File: src/rtl/rds_bitstream_gen.sv
// RDS baseband encoder: checkworded 104-bit groups, differential coding and biphase level, paced by a
// fractional half-bit NCO. Optional RDS_CPRIME_EN adds the grp_cprime input selecting offset C' for block 3.
module rds_bitstream_gen #(
  parameter int HB_NUM = 4750,
  parameter int HB_DEN = 50000000,
  parameter int ACC_W  = 26
) (
  input  logic        clk_25m,
  input  logic        rst_n,
  input  logic [15:0] grp_a,
  input  logic [15:0] grp_b,
  input  logic [15:0] grp_c,
  input  logic [15:0] grp_d,
  input  logic        grp_valid,
  output logic        grp_ready,
`ifdef RDS_CPRIME_EN
  input  logic        grp_cprime,
`endif
  output logic        rds_bit,
  output logic        rds_bpsk,
  output logic        bit_stb,
  output logic        grp_stb
);

  localparam logic [ACC_W:0] NUM_X     = (ACC_W+1)'(HB_NUM);
  localparam logic [ACC_W:0] DEN_X     = (ACC_W+1)'(HB_DEN);
  localparam logic [4:0]     INFO_BITS = 5'd16;
  localparam logic [4:0]     LAST_BIT  = 5'd25;

  function automatic logic [9:0] crc_step(input logic [9:0] crc_i, input logic d);
    logic fb;
    fb = d ^ crc_i[9];
    return {crc_i[8:0], 1'b0} ^ (fb ? 10'h1B9 : 10'h000);
  endfunction

  function automatic logic [9:0] offset_word(input logic [1:0] blk_i, input logic cprime);
    logic [9:0] off;
    case (blk_i)
      2'd0:    off = 10'h0FC;
      2'd1:    off = 10'h198;
      2'd2:    off = cprime ? 10'h350 : 10'h168;
      default: off = 10'h1B4;
    endcase
    return off;
  endfunction

  logic [ACC_W-1:0] acc;
  logic             half;
  logic             started;
  logic [4:0]       bit_idx;
  logic [1:0]       blk;
  logic [9:0]       crc;
  logic             buf_full;
  logic [15:0]      buf_a, buf_b, buf_c, buf_d;
  logic [15:0]      cur_a, cur_b, cur_c, cur_d;
  logic             cur_cp;

  logic [ACC_W:0]   acc_sum;
  logic [ACC_W-1:0] acc_nxt;
  logic             hb_tick;
  logic             bit_start;
  logic             mid_tick;
  logic             grp_bound;
  logic             load;
  logic [15:0]      word;
  logic [9:0]       crc_base;
  logic [9:0]       chk;
  logic [3:0]       info_pos;
  logic [3:0]       chk_pos;
  logic             d_bit;
  logic             e_bit;

  always_comb begin
    acc_sum = {1'b0, acc} + NUM_X;
    hb_tick = (acc_sum >= DEN_X);
    acc_nxt = ACC_W'(hb_tick ? acc_sum - DEN_X : acc_sum);
  end

  // Before the first tick there is no bit in flight, so that tick opens bit 0 instead of a second half.
  assign bit_start = hb_tick & (half | ~started);
  assign mid_tick  = hb_tick & started & ~half;
  assign grp_bound = (blk == 2'd0) && (bit_idx == 5'd0);
  assign load      = bit_start & started & grp_bound & buf_full;
  assign grp_ready = ~buf_full;

  always_comb begin
    case (blk)
      2'd0:    word = load ? buf_a : cur_a;
      2'd1:    word = cur_b;
      2'd2:    word = cur_c;
      default: word = cur_d;
    endcase
    info_pos = 4'd15 - bit_idx[3:0];
    chk_pos  = 4'(LAST_BIT - bit_idx);
    crc_base = (bit_idx == 5'd0) ? 10'h000 : crc;
    chk      = crc ^ offset_word(blk, cur_cp);
    d_bit    = (bit_idx < INFO_BITS) ? word[info_pos] : chk[chk_pos];
    e_bit    = d_bit ^ rds_bit;
  end

  always_ff @(posedge clk_25m or negedge rst_n) begin
    if (!rst_n) begin
      acc      <= '0;
      half     <= 1'b0;
      started  <= 1'b0;
      bit_idx  <= 5'd0;
      blk      <= 2'd0;
      crc      <= 10'h000;
      rds_bit  <= 1'b0;
      rds_bpsk <= 1'b0;
      bit_stb  <= 1'b0;
      grp_stb  <= 1'b0;
    end else begin
      acc     <= acc_nxt;
      bit_stb <= bit_start;
      grp_stb <= bit_start & grp_bound;
      if (bit_start) begin
        started  <= 1'b1;
        half     <= 1'b0;
        rds_bit  <= e_bit;
        rds_bpsk <= e_bit;
        if (bit_idx < INFO_BITS) begin
          crc <= crc_step(crc_base, d_bit);
        end
        if (bit_idx == LAST_BIT) begin
          bit_idx <= 5'd0;
          blk     <= blk + 2'd1;
        end else begin
          bit_idx <= bit_idx + 5'd1;
        end
      end else if (mid_tick) begin
        half     <= 1'b1;
        rds_bpsk <= ~rds_bit;
      end
    end
  end

  // A load and an accept never coincide: the buffer is full for one and empty for the other.
  always_ff @(posedge clk_25m or negedge rst_n) begin
    if (!rst_n) begin
      buf_full <= 1'b0;
      buf_a    <= 16'h0000;
      buf_b    <= 16'h0000;
      buf_c    <= 16'h0000;
      buf_d    <= 16'h0000;
      cur_a    <= 16'h0000;
      cur_b    <= 16'h0000;
      cur_c    <= 16'h0000;
      cur_d    <= 16'h0000;
    end else if (load) begin
      buf_full <= 1'b0;
      cur_a    <= buf_a;
      cur_b    <= buf_b;
      cur_c    <= buf_c;
      cur_d    <= buf_d;
    end else if (grp_valid && !buf_full) begin
      buf_full <= 1'b1;
      buf_a    <= grp_a;
      buf_b    <= grp_b;
      buf_c    <= grp_c;
      buf_d    <= grp_d;
    end
  end

`ifdef RDS_CPRIME_EN
  logic buf_cp;

  always_ff @(posedge clk_25m or negedge rst_n) begin
    if (!rst_n) begin
      buf_cp <= 1'b0;
      cur_cp <= 1'b0;
    end else if (load) begin
      cur_cp <= buf_cp;
    end else if (grp_valid && !buf_full) begin
      buf_cp <= grp_cprime;
    end
  end
`else
  assign cur_cp = 1'b0;
`endif

endmodule

File: config.mk
export PLATFORM = sky130hd
export DESIGN_NAME = rds_bitstream_gen
export DESIGN_NICKNAME = d
export VERILOG_FILES = /design/src/rtl/rds_bitstream_gen.sv
export SDC_FILE = /design/constraint.sdc
export NUM_CORES = 1
export LEC_CHECK = 0
export ABC_AREA = 1
export CAP_MARGIN = 5
export CORE_ASPECT_RATIO = 1.2
export CORE_UTILIZATION = 44
export DETAILED_ROUTE_END_ITERATION = 16
export PLACE_DENSITY_LB_ADDON = 0.2
export SLEW_MARGIN = 25
export SYNTH_ARGS = -nofsm -noshare
export SYNTH_HDL_FRONTEND = slang
export SYNTH_SLANG_ARGS = --single-unit
File: constraint.sdc
create_clock -name clk_25m -period 4 [get_ports clk_25m]
set_input_delay 0.8 -clock clk_25m [delete_from_list [all_inputs] [get_ports clk_25m]]
set_output_delay 0.8 -clock clk_25m [all_outputs]
set_load 0.02 [all_outputs]
==> run summary <==
Synth
• 0.485 — sequential cell area fraction in the yosys report
• 1147 — cells after synthesis
• 7.96 µm² — post-synthesis average cell area
• 1229 — Mapped Nets
• 0 — number of warnings issued by yosys
• sky130_fd_sc_hd__dfrtp_1 — commonest register cell after synthesis
• 9130 µm² — Post-Syn Area
• 1.00 — asr flop ratio synth
• 0 — number of synthesized flops with an enable pin
• 177 — Synth Register Bits
• 44 — number of distinct standard cells referenced by the synthesized netlist

Flow run
• 0 — Max Cap Violations

Die
• 160 µm — vertical die dimension
• 0.449 — effective utilization at floorplan
• 72 — top-level port count
• 57 — Site Rows
• 21300 µm² — area of the die
• 134 µm — die boundary width
• 20300 µm² — area of the core region

Clock network
• 177 — clock sink count
• 4 — number of H-tree levels
• 440 ps — later-pin clock latency in the skew report
• done — clock tree from TritonCTS
• sky130_fd_sc_hd__clkbuf_16 — clock tree root driver cell
• 17 — number of clock buffers inserted by TritonCTS
• 70 ps — clock input transition at the sequential cells of the worst setup and hold paths
• 2 — buffer levels on the longest clock path

Critical path
• 7 — worst-path maximum fanout
• reg2reg — type of the worst setup path
• 470 ps — Crit path largest cell delay
• flop — startpoint type of the worst setup path
• sky130_fd_sc_hd__dfrtp_2 — library cell contributing the largest single delay on the critical path
• 190 ps — R2R setup slack
• simple AND/OR/NAND/NOR gates — CP delay by family, top
• sky130_fd_sc_hd__nand2_1 — most common cell type on the critical path
• 4140 ps — worst endpoint data arrival time
• 6 — worst path bufs/invs
• 4330 ps — required arrival time at the worst endpoint
• flop — CP Capture Type

Power
• 0.442 — clock group share of total power
• 5.42 nW — leakage power
• 0.250 — switching power share of the total
• 0.300 mV — IR Drop Worst-Case VDD
• 2.80 mW — Internal
• 3.73 mW — overall power of the completed layout
• 0.506 — power share of the sequential group
• 335 nW/µm² — power per unit of standard cell area
• 933 µW — switching pwr
• 0.052 — combinational share of power

Drt
• 14.5 µm — detailed-route wire length per cell
• 11000 µm — met2 WL post-DR
• met4 — highest routing layer actually used
• 410 — First DRT Iteration DRCs
• 9540 µm — length of routed wiring on met1
• 576 µm — DR WL met3
• 0 — DRC violation count after routing
• 5 — number of search-and-repair iterations in the first detailed-routing pass
• 0 — Antenna Violating Nets Remaining
• 7547 — via count
• 21800 µm — final wirelength
• 5.00 — DR vias/cell

Global routing
• 0 — antenna violations before repair
• 7302 — via count of the first global-routing pass
• 87 — pin count of the biggest net entering global routing
• 0.213 — overall track demand over capacity in global routing
• 0 — global route total overflow
• 35600 µm — wire length of the first global-routing pass

Placement
• 10200 µm² — cell area after placement
• 71 — number of input and output port buffers inserted
• 0.895 — RD Place Congestion
• 15600 µm — DP Wirelength

Timing
• 3810 ps — final period demand of the worst path
• 12.2 ps — post-route clock skew
• 356 ps — Min Hold Slack
• 0.402 — Worst slew margin
• 0 — Final setup violation count
• 0.953 — part of the cycle the worst path needs
• 0 ps — Post-Route Setup TNS
• 0 — final slew viol count
• yes — RSZ-0062 raised after global routing
• 0.262 GHz — maximum clock rate
• 897 ps — Slew @ Worst Pin
• 0 — number of endpoints with negative hold slack in the final report

Final layout
• 0.141 — fraction of final layout cells with drive strength greater than 1
• 11100 µm² — area of all placed cells without fillers
• 0 — number of antenna cells inserted
• sky130_fd_sc_hd__nand2_1 — most frequent standard cell in the layout excluding fill and tap cells
• 1313 — number of nets in the layout
• 21.9% — area grow syn2layout
• sky130_fd_sc_hd__nand2_1 (259), sky130_fd_sc_hd__dfrtp_1 (176), sky130_fd_sc_hd__inv_1 (130), sky130_fd_sc_hd__nor2_1 (119) — commonest cells after routing, fill and taps aside

Status
• complete, no violations — status

Worst hold path
• in2async — worst hold path type

-- cells in the mapped netlist, types with 8 or more instances --
cell type / number / area, µm²
sky130_fd_sc_hd__a21oi_1: 74 / 370
sky130_fd_sc_hd__a221oi_1: 8 / 70.1
sky130_fd_sc_hd__a22o_1: 8 / 70.1
sky130_fd_sc_hd__and2_1: 8 / 50.1
sky130_fd_sc_hd__clkbuf_1: 32 / 120
sky130_fd_sc_hd__dfrtp_1: 177 / 4430
sky130_fd_sc_hd__ha_1: 15 / 188
sky130_fd_sc_hd__inv_1: 135 / 507
sky130_fd_sc_hd__inv_2: 10 / 37.5
sky130_fd_sc_hd__mux2_2: 8 / 90.1
sky130_fd_sc_hd__nand2_1: 279 / 1050
sky130_fd_sc_hd__nand2_2: 19 / 119
sky130_fd_sc_hd__nand3_1: 75 / 375
sky130_fd_sc_hd__nand4_1: 13 / 81.3
sky130_fd_sc_hd__nor2_1: 123 / 462
sky130_fd_sc_hd__o21ai_0: 73 / 365
sky130_fd_sc_hd__xor2_1: 27 / 236
-- final timing paths --
check	depth (start not counted)	startpoint	end
setup / recovery	34	acc[7]$_DFF_PN0_	crc[7]$_DFFE_PN0P_
hold / removal	1	rst_n	acc[19]$_DFF_PN0_
setup reg to reg	34	acc[7]$_DFF_PN0_	crc[7]$_DFFE_PN0P_
hold reg to reg	2	cur_a[0]$_DFF_PN0_	cur_a[0]$_DFF_PN0_
max in group asynchronous	2	rst_n	acc[7]$_DFF_PN0_
min in group clk_25m	2	cur_a[0]$_DFF_PN0_	cur_a[0]$_DFF_PN0_
-- registers in the layout (all words and copies together), names as in the netlist --
register	count
cur_d	16
rds_bpsk	1
acc	25
bit_idx	5
cur_a	16
rds_bit	1
buf_a	16
cur_b	16
started	1
cur_c	16
buf_d	16
grp_stb	1
blk	2
crc	10
buf_c	16
half	1
buf_full	1
bit_stb	1
buf_b	16
-- routing by layer --
layer,vias to the layer above,GRT usage
met4,0,0.0909
met3,42,0.0305
met2,149,0.363
met1,3542,0.268
li1,3814,-
met5,-,0
-- power groups by stage --
stage               logic [mW]  registers (mW)  clock network [mW]
floorplan               0.0704            1.91                   0
global placement         0.195            1.92                   0
detailed placement       0.199            1.92                   0
CTS                      0.200            1.89                1.68
global route             0.224            1.89                1.76
finish                   0.193            1.89                1.65
-- stage by stage --
stage / utilization / std cells / setup WS [ps]
6_report: 0.548 / 1509 / 189
5_1_grt: 0.548 / 1509 / -96.6
4_1_cts: 0.530 / 1493 / 42.0
3_5_place_dp: 0.501 / 1461 / -27.2
3_3_place_gp: 0.501 / 1461 / 17.5
2_1_floorplan: - / 1147 / 682
-- cells by family (layout without fill, tap and decap cells) --
group           after synthesis  in the layout  synth area share
simple gates                548            549             0.266
fa+ha+maj                    15             15            0.0206
xor+xnor                     31             31            0.0297
buf+inv                     192            288            0.0822
flops                       177            177             0.485
mux                           8              8           0.00987
compound gates              176            176             0.107
-- cell type report --
cell class / count / area, µm²
well taps: 265 / 332
fillers: 1920 / 9200
flip-flops and latches: 177 / 4430
inverters: 148 / 558
clock inverters: 15 / 168
repair buffers: 108 / 1040
clock buffers: 17 / 425
multi-input cells: 779 / 4170
-- repair_timing --
item                       CTS  global route
hold buffers                 0             0
setup endpoints to repair    6             8
cloned                       0             2
pin swaps                    0            25
setup buffers                0            14
resized for setup            2            52
Note: power is estimated with default switching activity, not from simulation.
